<file path="src/rtl/ssm_step_sched.sv">
// Per-token sequencer for the SSM state-update datapath.
// Each token runs dAh/dBx in parallel, then h_add, then hC. After hC the
// stages get one release pulse (done_hC). A short gap follows so their level
// dones can drop before the next token starts. Each wait state has a
// watchdog. Start pulses, release and seq_done are decoded from the state,
// so reset forces them low immediately.
//
// Handshake: each *_start is a one-cycle pulse. The matching *_done is a
// level held by the stage until it sees done_hC. A done that is already high
// on entry to a wait state is accepted in that first cycle.
module ssm_step_sched #(
  parameter int LW     = 16,
  parameter int TO_W   = 16,
  parameter int TO_CYC = 4096,
  parameter int GAP    = 2
) (
  input  logic          clk,
  input  logic          rst_n,
  input  logic          run,
  input  logic [LW-1:0] seq_len,
  output logic          dah_start,
  output logic          dbx_start,
  output logic          add_start,
  output logic          hc_start,
  input  logic          dah_done,
  input  logic          dbx_done,
  input  logic          add_done,
  input  logic          hc_done,
  output logic          done_hC,
  output logic          h_sel,
  output logic [LW-1:0] tok_idx,
  output logic          busy,
  output logic          seq_done,
  output logic          err_timeout,
  output logic [3:0]    dbg_state
);

  localparam int GW = (GAP > 1) ? $clog2(GAP) : 1;

  typedef enum logic [3:0] {
    S_IDLE, S_ST_A, S_W_A, S_ST_ADD, S_W_ADD, S_ST_Y, S_W_Y,
    S_REL, S_GAP, S_NXT, S_FIN, S_ERR
  } state_t;

  state_t          state, nxt;
  logic [LW-1:0]   len_q;
  logic [TO_W-1:0] wd;
  logic [GW-1:0]   gap_cnt;
  logic            fa, fb;
  logic            in_wait, wd_exp, a_all, b_all;

  assign in_wait   = (state == S_W_A) || (state == S_W_ADD) || (state == S_W_Y);
  assign wd_exp    = (wd == TO_W'(TO_CYC - 1));
  assign a_all     = fa | dah_done;
  assign b_all     = fb | dbx_done;
  assign busy      = (state != S_IDLE);
  assign dbg_state = state;

  // State register
  always_ff @(posedge clk or negedge rst_n) begin
    if (!rst_n) state <= S_IDLE;
    else        state <= nxt;
  end

  // Next-state and pulse outputs; wait exits take priority over the watchdog
  always_comb begin
    nxt       = state;
    dah_start = 1'b0;
    dbx_start = 1'b0;
    add_start = 1'b0;
    hc_start  = 1'b0;
    done_hC   = 1'b0;
    seq_done  = 1'b0;
    case (state)
      S_IDLE:   if (run) nxt = (seq_len == '0) ? S_FIN : S_ST_A;
      S_ST_A: begin
        dah_start = 1'b1;
        dbx_start = 1'b1;
        nxt       = S_W_A;
      end
      S_W_A: begin
        if (a_all && b_all) nxt = S_ST_ADD;
        else if (wd_exp)    nxt = S_ERR;
      end
      S_ST_ADD: begin
        add_start = 1'b1;
        nxt       = S_W_ADD;
      end
      S_W_ADD: begin
        if (add_done)    nxt = S_ST_Y;
        else if (wd_exp) nxt = S_ERR;
      end
      S_ST_Y: begin
        hc_start = 1'b1;
        nxt      = S_W_Y;
      end
      S_W_Y: begin
        if (hc_done)     nxt = S_REL;
        else if (wd_exp) nxt = S_ERR;
      end
      S_REL: begin
        done_hC = 1'b1;
        nxt     = S_GAP;
      end
      S_GAP:    if (gap_cnt == GW'(GAP - 1)) nxt = S_NXT;
      S_NXT:    nxt = ((tok_idx + LW'(1)) == len_q) ? S_FIN : S_ST_A;
      S_FIN: begin
        seq_done = 1'b1;
        nxt      = S_IDLE;
      end
      S_ERR: begin
        done_hC = 1'b1;
        nxt     = S_IDLE;
      end
      default:  nxt = S_IDLE;
    endcase
  end

  // Sequence bookkeeping: length latch, token index, bank select, sticky error
  always_ff @(posedge clk or negedge rst_n) begin
    if (!rst_n) begin
      len_q       <= '0;
      tok_idx     <= '0;
      h_sel       <= 1'b0;
      err_timeout <= 1'b0;
    end else begin
      if (state == S_IDLE && run) begin
        len_q       <= seq_len;
        tok_idx     <= '0;
        h_sel       <= 1'b0;
        err_timeout <= 1'b0;
      end
      if (state == S_NXT) begin
        tok_idx <= tok_idx + LW'(1);
        h_sel   <= ~h_sel;
      end
      if (nxt == S_ERR) err_timeout <= 1'b1;
    end
  end

  // Watchdog, gap counter and sticky dAh/dBx done flags
  always_ff @(posedge clk or negedge rst_n) begin
    if (!rst_n) begin
      wd      <= '0;
      gap_cnt <= '0;
      fa      <= 1'b0;
      fb      <= 1'b0;
    end else begin
      wd      <= in_wait ? wd + TO_W'(1) : '0;
      gap_cnt <= (state == S_GAP) ? gap_cnt + GW'(1) : '0;
      if (state == S_W_A) begin
        fa <= fa | dah_done;
        fb <= fb | dbx_done;
      end else begin
        fa <= 1'b0;
        fb <= 1'b0;
      end
    end
  end

endmodule

</file>
<file path="config.mk">
export PLATFORM = sky130hd
export DESIGN_NAME = ssm_step_sched
export DESIGN_NICKNAME = d
export VERILOG_FILES = /design/src/rtl/ssm_step_sched.sv
export SDC_FILE = /design/constraint.sdc
export NUM_CORES = 1
export LEC_CHECK = 0
export CAP_MARGIN = 20
export CORE_ASPECT_RATIO = 1.5
export CORE_MARGIN = 2
export CORE_UTILIZATION = 54
export DETAILED_ROUTE_END_ITERATION = 8
export HOLD_SLACK_MARGIN = 0.05
export PLACE_DENSITY = 0.8
export SYNTH_ARGS = -nofsm -noshare
export SYNTH_HDL_FRONTEND = slang
export SYNTH_SLANG_ARGS = --single-unit
</file>
<file path="constraint.sdc">
create_clock -name clk -period 3.6 [get_ports clk]
set_input_delay 0.72 -clock clk [delete_from_list [all_inputs] [get_ports clk]]
set_output_delay 0.72 -clock clk [all_outputs]
set_load 0.005 [all_outputs]
</file>
==> summary.txt <==
Timing
  – Endpoints failing hold: 0
  – # setup viols final: 0
  – Part of the cycle the worst path needs: 81.72%
  – Final Max Slew Viols: 0
  – Fmax: 339.9 MHz
  – Fin Clk Skew: 0.007002 ns
  – Tmin final: 2.942 ns
  – RSZ-0062 raised after global routing: false
  – Worst Tran Pin Value: 0.9117 ns
  – Setup Total Neg Slack: 0 ns
  – Slew margin rel.: 38.66%

Routing
  – DR vias/cell: 5.911
  – Routed Antenna Nets: 0
  – First drt pass iteration count: 5
  – DRC viols: 0
  – Via Count: 2802
  – Final wirelength: 8073 um
  – Detailed router's first-iteration violation count: 284
  – WL per Instance: 17.03 um

Logic synthesis
  – Unique cell type count in the Yosys netlist: 45
  – Dominant synthesized flop cell: dfrtp_1
  – Top post-synthesis cells by area: dfrtp_1 44%, mux2_2 5.9%, o21ai_0 5.4%, nor2_1 5.2%, xor2_1 4.8%
  – Synthesized area: 3257 um2
  – Area leader, netlist: dfrtp_1
  – Post-synthesis area per instance: 9.174 um2
  – Post-synth ARST share: 100.0%
  – Synth Register Bits: 57
  – Number of synthesized flops with an enable pin: 0
  – Register area share after synthesis: 43.80%
  – Post-synth top area share: 43.80%
  – Mapped Cells: 355
  – Synth warnings: 0
  – Syn_nets: 380

Flow run
  – # Max-Cap Violations: 0

Floorplan
  – Die area: 6681 um2
  – Die W: 67.41 um
  – Core box area: 5828 um2
  – Row count: 34
  – Die H: 99.12 um
  – Number of I/O pins: 52
  – Initial Util: 55.88%

Placed design
  – Post-DP HPWL: 5827 um
  – Port bufs: 51
  – Post-DP Area: 3762 um2
  – Routability Congestion: 1.019
  – Inst Count DP: 459

Worst setup path
  – Max incr delay on CP: 0.56 ns
  – Crit path buffers/inverters: 0
  – CP max FO: 8
  – Reg2reg setup slack: 0.66 ns
  – CP endpoint kind: flip-flop
  – Arr. time, crit path: 3.16 ns
  – Critical path type: reg2reg
  – Crit path cell chain: ha_1, and4_4, and2_1, mux2i_1, o21ai_0, a2111o_1, or4b_4, a21o_1
  – Crit path max-delay family: simple AND/OR/NAND/NOR gates
  – Kind of start point of the critical path: flip-flop
  – Slowest CP cell: or4b_4
  – Worst Path Required: 3.82 ns

Clocking
  – H-tree depth: 3
  – Clk sinks: 57
  – Worst-path clk slew: 0.06 ns
  – Clock Path Buffers: 2
  – TritonCTS clock tree: done
  – Clk Latency, worst-skew pair: 0.33 ns
  – Post-CTS setup buffers: 0
  – Hold-fix buffers, CTS: 0
  – Cts repair resizes: 0
  – Clock root cell: clkbuf_8
  – Inserted Clock Buffers: 9

Finish
  – Layout cells sized above 1: 9.701%
  – Ant. Diodes: 0
  – Non-Filler Instances: 474
  – Sequential cell area: 1426 um2
  – Core Util, Final: 67.90%
  – Footprint of the multi-input gates: 1703 um2
  – Fin area: 3958 um2
  – Filler cells: 474
  – Layout area overhead: 21.51%
  – Leading cell types in the layout, fill and taps excluded: 57 x dfrtp_1, 50 x clkdlybuf4s50_1, 45 x nor2_1
  – NumNets Final: 423
  – Commonest non-fill, non-tap cell in the layout: dfrtp_1

GRT
  – Largest net degree at the start of global routing: 42
  – All-Layer GR Usage: 26.06%
  – First-pass GRT wire length: 13150 um
  – Gr ovfl total: 0
  – Initial antenna violation count: 0
  – Vias in the first global route: 2837

Pwr
  – Pint: 1.807 mW
  – Peak supply drop: 451.4 uV
  – Pwr dens: 737.2 nW/um2
  – Net Sw Power: 1.110 mW
  – LEAKAGE: 1.635 nW
  – Reg power frac: 41.4%
  – Sw Ratio: 38.06%
  – Combinational power share: 38.2%
  – Total design power: 2.917 mW
  – Clock power frac: 20.4%

Status
  – Status: complete, no violations

Worst hold path
  – Worst Hold Class: reg2reg
==> path summary, 6_finish.rpt <==
| kind | depth (start not counted) | to | startpoint |
|---|---|---|---|
| worst min-delay path | 1 | wd[0] | wd[0] |
| max in group asynchronous | 2 | len_q[5] | rst_n |
| min in group asynchronous | 1 | tok_idx[0] | rst_n |
| worst max-delay path | 8 | dbg_state[0] | tok_idx[0] |
| worst min register to register | 1 | wd[0] | wd[0] |
| worst max register to register | 8 | dbg_state[0] | tok_idx[0] |
==> final cells by class <==
type / count / share of cell area, %
clock buffers: 12 / 3.920
clock inverters: 3 / 1.012
inverters: 6 / 0.5691
multi-input cells: 271 / 43.03
flip-flops and latches: 57 / 36.04
well taps: 72 / 2.276
repair buffers: 53 / 13.15
==> layer usage <==
| metal | track usage, % | part of all wire (%) | up-vias |
|---|---|---|---|
| li1 | - | - | 1353 |
| met3 | 5.204 | 4.6 | 28 |
| met1 | 30.50 | 38 | 1336 |
| met5 | 0 | 0 | - |
| met2 | 44.40 | 54 | 85 |
| met4 | 12.87 | 3.1 | 0 |
==> metrics by stage <==
step / hold slack [ns] / setup WS (ns)
floorplan: 0.4244 / 0.9423
detailed placement: 0.4661 / 0.7026
global placement: 0.4696 / 0.7165
global route: 0.5034 / 0.4301
finish: 0.4873 / 0.6579
CTS: 0.4895 / 0.6928
==> power by group through the flow <==
stage,Clock [mW],Sequential (mW),Combinational (mW)
final,0.596,1.21,1.11
after floorplan,0,1.04,0.827
after CTS,0.610,1.20,1.12
after global routing,0.638,1.25,1.24
after global placement,0,1.19,1.08
after detailed placement,0,1.21,1.11
==> logic make-up (layout without fill, tap and decap cells) <==
family / count (synthesis) / in the layout / share of synthesized area (%)
AO/OA/AOI/OAI: 74 / 74 / 13.64
adder cells (fa/ha/maj): 2 / 2 / 0.7682
multiplexers: 22 / 22 / 7.414
AND/OR/NAND/NOR: 141 / 141 / 21.86
buffers and inverters: 27 / 74 / 3.918
flip-flops: 57 / 57 / 43.80
XOR/XNOR: 32 / 32 / 8.605
==> synth_stat cells, drive strengths merged, types with 3 or more instances <==
cell / instances
nor2: 45
clkbuf: 14
nor3: 8
nand3b: 3
xor2: 18
o21ai: 36
nand4: 11
nand3: 18
buf: 7
xnor2: 14
a21oi: 12
nor4: 9
and2: 4
nand2: 24
nand2b: 4
inv: 6
mux2: 17
a31oi: 5
and3: 5
mux2i: 5
o31ai: 8
dfrtp: 57
==> registers in the layout, summed over array words and instances, names as in the netlist <==
signal	flops
gap_cnt	1
wd	16
len_q	16
err_timeout	1
dbg_state	4
tok_idx	16
h_sel	1
fb	1
fa	1
Note: power is estimated with default switching activity, not from simulation.
